File: config.mk
export PLATFORM = sky130hd
export DESIGN_NAME = fpu_32_to_int
export DESIGN_NICKNAME = d
export VERILOG_FILES = /design/src/rtl/fpu_32_to_int.sv
export SDC_FILE = /design/constraint.sdc
export NUM_CORES = 1
export LEC_CHECK = 0
export BUFFER_PORTS_ARGS = -buffer_cell sky130_fd_sc_hd__buf_4
export CORE_MARGIN = 3
export CORE_UTILIZATION = 33
export DETAILED_ROUTE_END_ITERATION = 10
export GPL_ROUTABILITY_DRIVEN = 1
export PLACE_DENSITY = 0.54
export SLEW_MARGIN = 20
export SYNTH_ARGS = -nofsm -noshare
export SYNTH_HDL_FRONTEND = slang
export SYNTH_SLANG_ARGS = --single-unit
File: constraint.sdc
create_clock -name clk -period 7.7 [get_ports clk]
set_clock_uncertainty 0.05 [all_clocks]
set_input_delay 0.385 -clock clk [delete_from_list [all_inputs] [get_ports clk]]
set_output_delay 0.385 -clock clk [all_outputs]
set_load 0.05 [all_outputs]
File: src/rtl/fpu_32_to_int.sv
// rtl/fpu_32_to_int.sv - FP32 to signed int32 converter, truncating toward zero
// The significand is aligned by a one-bit-per-cycle shifter behind a valid/ready handshake.
module fpu_32_to_int (
   input  logic        clk,
   input  logic        rst,
   input  logic        in_valid,
   output logic        in_ready,
   input  logic [31:0] a,
   output logic        out_valid,
   input  logic        out_ready,
   output logic [31:0] result,
   output logic        overflow,
   output logic        underflow
);

   typedef enum logic [1:0] {IDLE, SHIFT, DONE} state_t;

   localparam logic [31:0] INT_MAX = 32'h7FFF_FFFF;
   localparam logic [31:0] INT_MIN = 32'h8000_0000;

   state_t      state_q, state_d;
   logic [4:0]  cnt_q, cnt_d;
   logic [31:0] mag_q, mag_d;
   logic        left_q, left_d;
   logic        sign_q, sign_d;
   logic        special_q, special_d;
   logic [31:0] spec_res_q, spec_res_d;
   logic        spec_ovf_q, spec_ovf_d;
   logic        spec_unf_q, spec_unf_d;
   logic [31:0] result_q, result_d;
   logic        overflow_q, overflow_d;
   logic        underflow_q, underflow_d;

   logic [7:0]  exp_a;
   logic [22:0] man_a;
   logic        accept;

   logic        dec_special;
   logic [31:0] dec_res;
   logic        dec_ovf;
   logic        dec_unf;
   logic [4:0]  dec_cnt;
   logic        dec_left;
   logic [31:0] dec_mag;

   assign exp_a  = a[30:23];
   assign man_a  = a[22:0];
   assign accept = in_valid && (state_q == IDLE);

   // Classify the incoming operand; everything except 1.0 <= |a| < 2^31 resolves with cnt = 0.
   always_comb begin
      dec_special = 1'b1;
      dec_res     = 32'd0;
      dec_ovf     = 1'b0;
      dec_unf     = 1'b0;
      dec_cnt     = 5'd0;
      dec_left    = 1'b0;
      dec_mag     = 32'd0;
      if (exp_a == 8'd255) begin
         dec_ovf = 1'b1;
         dec_res = (!a[31] && (man_a == 23'd0)) ? INT_MAX : INT_MIN;
      end else if (exp_a == 8'd0) begin
         dec_unf = (man_a != 23'd0);
      end else if (exp_a < 8'd127) begin
         dec_unf = 1'b1;
      end else if (exp_a >= 8'd158) begin
         if (a == 32'hCF00_0000) begin
            dec_res = INT_MIN;
         end else begin
            dec_ovf = 1'b1;
            dec_res = a[31] ? INT_MIN : INT_MAX;
         end
      end else begin
         dec_special = 1'b0;
         dec_mag     = {8'b0, 1'b1, man_a};
         if (exp_a < 8'd150) begin
            dec_left = 1'b0;
            dec_cnt  = 5'(8'd150 - exp_a);
         end else begin
            dec_left = 1'b1;
            dec_cnt  = 5'(exp_a - 8'd150);
         end
      end
   end

   always_ff @(posedge clk or posedge rst) begin
      if (rst) begin
         state_q     <= IDLE;
         cnt_q       <= 5'd0;
         mag_q       <= 32'd0;
         left_q      <= 1'b0;
         sign_q      <= 1'b0;
         special_q   <= 1'b0;
         spec_res_q  <= 32'd0;
         spec_ovf_q  <= 1'b0;
         spec_unf_q  <= 1'b0;
         result_q    <= 32'd0;
         overflow_q  <= 1'b0;
         underflow_q <= 1'b0;
      end else begin
         state_q     <= state_d;
         cnt_q       <= cnt_d;
         mag_q       <= mag_d;
         left_q      <= left_d;
         sign_q      <= sign_d;
         special_q   <= special_d;
         spec_res_q  <= spec_res_d;
         spec_ovf_q  <= spec_ovf_d;
         spec_unf_q  <= spec_unf_d;
         result_q    <= result_d;
         overflow_q  <= overflow_d;
         underflow_q <= underflow_d;
      end
   end

   always_comb begin
      state_d = state_q;
      case (state_q)
         IDLE:    if (accept) state_d = SHIFT;
         SHIFT:   if (cnt_q == 5'd0) state_d = DONE;
         DONE:    if (out_ready) state_d = IDLE;
         default: state_d = IDLE;
      endcase
   end

   always_comb begin
      cnt_d       = cnt_q;
      mag_d       = mag_q;
      left_d      = left_q;
      sign_d      = sign_q;
      special_d   = special_q;
      spec_res_d  = spec_res_q;
      spec_ovf_d  = spec_ovf_q;
      spec_unf_d  = spec_unf_q;
      result_d    = result_q;
      overflow_d  = overflow_q;
      underflow_d = underflow_q;
      if (accept) begin
         cnt_d      = dec_cnt;
         mag_d      = dec_mag;
         left_d     = dec_left;
         sign_d     = a[31];
         special_d  = dec_special;
         spec_res_d = dec_res;
         spec_ovf_d = dec_ovf;
         spec_unf_d = dec_unf;
      end else if (state_q == SHIFT) begin
         if (cnt_q != 5'd0) begin
            mag_d = left_q ? (mag_q << 1) : (mag_q >> 1);
            cnt_d = cnt_q - 5'd1;
         end else if (special_q) begin
            result_d    = spec_res_q;
            overflow_d  = spec_ovf_q;
            underflow_d = spec_unf_q;
         end else begin
            // mag never exceeds 2^31-1 here, so the negation cannot wrap.
            result_d    = sign_q ? (32'd0 - mag_q) : mag_q;
            overflow_d  = 1'b0;
            underflow_d = 1'b0;
         end
      end
   end

   always_comb begin
      in_ready  = (state_q == IDLE);
      out_valid = (state_q == DONE);
      result    = result_q;
      overflow  = overflow_q;
      underflow = underflow_q;
   end

endmodule

Yosys cells after proc, flatten, opt, wreduce, memory -nomap -nowiden:

Index checks and enable logic that the tools add are counted.

* add/sub/neg operators: 4
* bitwise logic cells: 2
* reduce and logical (&&, ||, !) cells: 14
* multiplexer cells: 48
* div/mod/pow operators: 0
* shift-type cells: 0
* order comparisons: 3
* multiply operators: 0
* equality and inequality tests: 7

Operators by type and width (number)
* $mux 32: 13
* $mux 24: 4
* $mux 5: 8
* $eq 32x32->1 const B: 1
* $sub 1x32->32 const A: 1
* $logic_not 23->1: 1
* $reduce_bool 23->1: 1
* $mux 1: 19
* $eq 8x8->1 const B: 1
* $ge 8x8->1 const B: 1
* $logic_not 8->1: 1
* $lt 8x7->1 const B: 1
* $lt 8x8->1 const B: 1
* $mux 2: 3
* $pmux 2 s3: 1
* $reduce_and 3->1: 2
* $logic_not 5->1: 1
* $reduce_bool 5->1: 1
* $sub 5x1->5 const B: 1
* $sub 5x5->5 const A: 1
* $sub 5x5->5 const B: 1
* $ne 2x1->1 const B: 2
* $reduce_bool 2->1: 2
* $eq 2x1->1 const B: 1
* other kinds (7): 9

* logic and storage cells: 90
* register bits: 110
* bits of input ports: 36
* memories kept: 0
* latch bits: 0
* output and inout bits: 36
* memory bits (writable): 0
* bits in read-only memories: 0

Depth between registers and ports, before layout:

* depth after elaboration: 7
* gate-level depth with buffers: 9
* gate-level depth less buffers: 8

Least setup slack after synthesis:

Ideal clock, no wire load.

* kind: register to register
* start: register mag_q[23]
* end: register result_q[31] (netlist: result[31])
* clock period less this slack: 2419 ps
* stages on the path, launching flop included: 8
* path buffers: 1
* setup slack: 5281 ps
* data arrival time: 2231 ps
* path through: dfrtp_1 buf_6 or4_4 or3_4 or4_4 nor3_2 mux2i_1 o22ai_1

* longest elaborated chain between the ends: 3

Ends and longest elaborated chain
* from (decl): RTL line 23 `logic [31:0] mag_q, mag_d;`
* from (signal assigned): RTL line 103 `mag_q <= mag_d;`
* $sub 1x32->32: RTL line 157 `result_d = sign_q ? (32'd0 - mag_q) : mag_q;`
* $mux 32: RTL line 157
* $mux 32: RTL line 151 `end else if (special_q) begin`
* to (signal assigned): RTL line 110 `result_q <= result_d;`
* to (decl): RTL line 30 `logic [31:0] result_q, result_d;`

No other way between the ends.
A chain may end at the register's enable or synchronous reset.

Worst setup path after layout:

* start: register cnt_q[0]
* end: register result_q[20] (netlist: result[20])

* longest elaborated chain between the ends: 3

Ends and longest elaborated chain
* from (decl): RTL line 22 `logic [4:0] cnt_q, cnt_d;`
* from (signal assigned): RTL line 102 `cnt_q <= cnt_d;`
* $reduce_bool 5->1: RTL line 148 `if (cnt_q != 5'd0) begin`
* $not 1->1 (no line)
* $reduce_and 3->1 (no line)

No other way between the ends.

==> results.rst <==
.. list-table::
   :header-rows: 1

   * - Metric
     - Value
   * - Run status
     - complete, no violations
   * - Via count of the first global-routing pass
     - around 4,200
   * - Count of cell types in the netlist
     - between 50 and 60
   * - Count of flip-flops with a built-in enable after synthesis
     - 0
   * - Floorplan core area
     - approximately 14,000 um2
   * - Initial antenna violation count
     - 0
   * - Start-to-end type of the worst setup path
     - flop to flop
   * - Pin count of the biggest net entering global routing
     - just over 80
   * - Class of the most critical hold timing path
     - input port to async pin
   * - CTS Hold Bufs
     - 0
   * - Clock latency of the later-clocked register in the worst-skew pair
     - 0.35 ns
   * - Synth-to-layout area growth
     - 19.3%
   * - Crit-path cells
     - inv_1, ha_1, nor4b_1, buf_4, and2_0, nand2_1, o221ai_1
   * - Clock tree from TritonCTS
     - done
   * - Cell Area, Synth
     - 4850 um2
   * - Number of antenna cells inserted
     - 0
   * - Num CTS Buffers
     - 9
   * - Die extent in x
     - approximately 130 um
   * - Total wire length
     - about 14,000 um
   * - Ys flop type
     - dfrtp_1
   * - Sink count of the clock tree
     - 80
   * - Total area of sequential cells
     - roughly 2000 um2
   * - Proportion of synthesized flip-flops having asynchronous set or reset
     - 1.00
   * - Met1 layer usage reported by global route
     - 0.263
   * - Vias
     - 4,364
   * - Required time worst endpoint
     - slightly below 8 ns
   * - Peak Freq
     - ~380 MHz
   * - Number of nets with antenna violations after detailed routing
     - 0
   * - Endpoints failing hold
     - 0
   * - Critical path's top delay family
     - simple AND/OR/NAND/NOR gates
   * - Overall routing resource usage
     - 0.175
   * - Placer Congestion
     - between 0.8 and 0.9
   * - VDD IR max
     - about 0.14 mV
   * - Share of post-route cells with drive strength above 1
     - 0.176
   * - Cell with the biggest individual delay on the critical path
     - and2_0
   * - Via count normalized by instance count
     - around 5.5
   * - RSZ-0062 raised after global routing
     - no
   * - Most utilized layer in the global route result
     - met1
   * - Pre-antenna DRT Iters
     - 5
   * - Fillers
     - between 1,000 and 1,500
   * - Wire length of the first global-routing pass
     - 22,600 um
   * - Crit path capture type
     - flop
   * - Number of flip-flops and latches in the synthesized netlist
     - 80
   * - Total grt overflow
     - 0
   * - Endpoint arrival time on the critical path
     - roughly 2.8 ns
   * - P per Cell Area
     - a little under 500 nW/um2
   * - Combined area of the multi-input logic cells
     - approximately 2700 um2
   * - P_leak
     - 2.48 nW
   * - Count of buffers from port buffering
     - 71
   * - Buffer cell driving the clock tree root
     - clkbuf_16
   * - Number of buffer and inverter stages on the critical path
     - 2
   * - Final setup violation count
     - 0
   * - CP peak stage delay
     - approximately 0.65 ns
   * - Slew Limit Fails
     - 0
   * - Average wire length per cell after detail routing
     - roughly 17 um
   * - Detailed placer's ending HPWL
     - slightly below 10,000 um
   * - Initial core utilization
     - 0.343
   * - Maximum fanout along the worst path
     - 15
   * - Setup TNS
     - 0 ns
   * - CTS HTree Levels
     - 3
   * - GR Layer Usage met3
     - 0.0410
   * - Gate count of the mapped netlist
     - around 570
   * - Area of the die
     - about 16,000 um2
   * - Synth Net Count
     - approximately 600
   * - Postcts setup bufs
     - 0
   * - Remaining routing DRC violations
     - 0
   * - Final period demand of the worst path
     - about 2.6 ns
   * - Mapped Avg Cell Area
     - roughly 8.5 um2
   * - Slew @ Worst Pin
     - ~0.81 ns
   * - Register clock-pin slew on the reported worst setup and hold paths
     - roughly 0.06 ns
   * - Nets@finish
     - between 600 and 700
   * - Worst hold margin
     - around 0.19 ns
   * - Share of the clock period used by the worst path after layout
     - 0.342
   * - Sequential element share of the synthesized area
     - 0.412
   * - Reported max-cap violation count
     - 0
   * - Max Buffers Root-to-Sink
     - 2
   * - Gates resized, CTS repair
     - 0
   * - Category of the worst setup path launch point
     - flop
   * - I/O pins
     - 72
   * - Count of routing violations after the opening detailed-route iteration
     - between 200 and 300
   * - Synth warn
     - 0
   * - Met2 track demand over resource
     - 0.251
   * - Die height
     - between 100 and 150 um
   * - Standard-cell row count
     - 43
   * - Relative slew slack
     - 0.459
[stage by stage]
stage               utilization  setup slack [ns]  cell area (um2)  total power [mW]  std cells
floorplan                     -              5.21             4850              1.97        572
global placement          0.388              5.09             5490              2.38        785
detailed placement        0.390              5.10             5520              2.42        786
CTS                       0.409              5.07             5780              2.83        799
global route              0.409              4.87             5790              3.04        799
finish                    0.409              5.06             5790              2.82        799
[area by class of cell]
cell class	instances	area share
clock buffers	12	0.0443
clock inverters	1	0.000865
inverters	12	0.00800
multi-input cells	437	0.458
flip-flops and latches	80	0.346
well taps	180	0.0389
repair buffers	77	0.104
[flip-flops by register name, summed over array words and instances, names as in the netlist]
signal,count
cnt_q,5
left_q,1
mag_q,32
overflow,1
result,32
sign_q,1
spec_ovf_q,1
spec_res_q,2
spec_unf_q,1
special_q,1
state_q,2
underflow,1
[worst paths after layout]
check / slack (ns) / cells past startpoint / start / to
min: 0.19 / 3 / rst / overflow$_DFFE_PP0P_
min in group clk: 0.20 / 2 / out_ready / state_q[1]$_DFFE_PP0P_
max: 5.06 / 7 / cnt_q[0]$_DFFE_PP0P_ / result[20]$_DFFE_PP0P_
max in group asynchronous: 6.85 / 3 / rst / sign_q$_DFFE_PP0P_
min reg2reg: 0.42 / 2 / overflow$_DFFE_PP0P_ / overflow$_DFFE_PP0P_
max reg2reg: 5.06 / 7 / cnt_q[0]$_DFFE_PP0P_ / result[20]$_DFFE_PP0P_
[cell usage in the layout, fill, tap and decap left out, drive strengths merged, types with 3 or more instances in the layout]
master / instances
a21o: 6
dfrtp: 80
clkbuf: 12
nor4b: 3
a211oi: 9
o22ai: 3
or4: 5
nand3: 7
a21oi: 75
mux2: 4
buf: 77
or3: 3
or2: 4
o31ai: 7
xnor2: 9
nor2: 84
o21ai: 49
and2: 4
ha: 8
inv: 11
nand2b: 7
mux2i: 37
o221ai: 5
nand2: 45
nor2b: 8
nor3: 12
nor4: 6
xor2: 16
o41ai: 3
[routing by layer]
metal / vias to the layer above / share of wire
met3: 19 / 0.050
met1: 2097 / 0.50
met5: - / 0
met4: 0 / 0.016
met2: 137 / 0.43
li1: 2111 / -
[where the power goes]
| part | total (mW) | switching, mW | internal (mW) |
|---|---|---|---|
| combinational | 1.51 | 0.951 | 0.557 |
| sequential | 0.916 | 0.286 | 0.631 |
| clock | 0.393 | 0.163 | 0.230 |
[synth_stat cells, types with 4 or more instances]
cell type | instances | area [um2]
o31ai_1 | 6 | 45.0
mux2i_1 | 37 | 370
nand3_1 | 7 | 35.0
xor2_1 | 16 | 140
inv_1 | 12 | 45.0
o221ai_1 | 5 | 43.8
dfrtp_1 | 80 | 2000
nand2b_1 | 7 | 43.8
a21oi_1 | 75 | 375
nand2_1 | 45 | 169
nor4_1 | 6 | 37.5
ha_1 | 8 | 100
nor3_1 | 11 | 55.1
mux2_2 | 4 | 45.0
or2_2 | 4 | 25.0
xnor2_1 | 9 | 78.8
clkbuf_1 | 38 | 143
o21ai_0 | 47 | 235
nor2b_1 | 8 | 50.1
nor2_1 | 84 | 315
a21o_1 | 6 | 45.0
a211oi_1 | 9 | 67.6
[kinds of logic after synthesis]
family	Yosys count	synth area share
buf+inv	55	0.0446
mux	41	0.0856
fa+ha+maj	8	0.0206
flops	80	0.412
simple gates	193	0.187
xor+xnor	25	0.0451
compound gates	170	0.204
[worst min-delay path: stages]
cell      delay (ns)
buf_4           0.11
clkinv_2        0.04
buf_6           0.55
No activity file was read; power rests on OpenSTA's default activity.
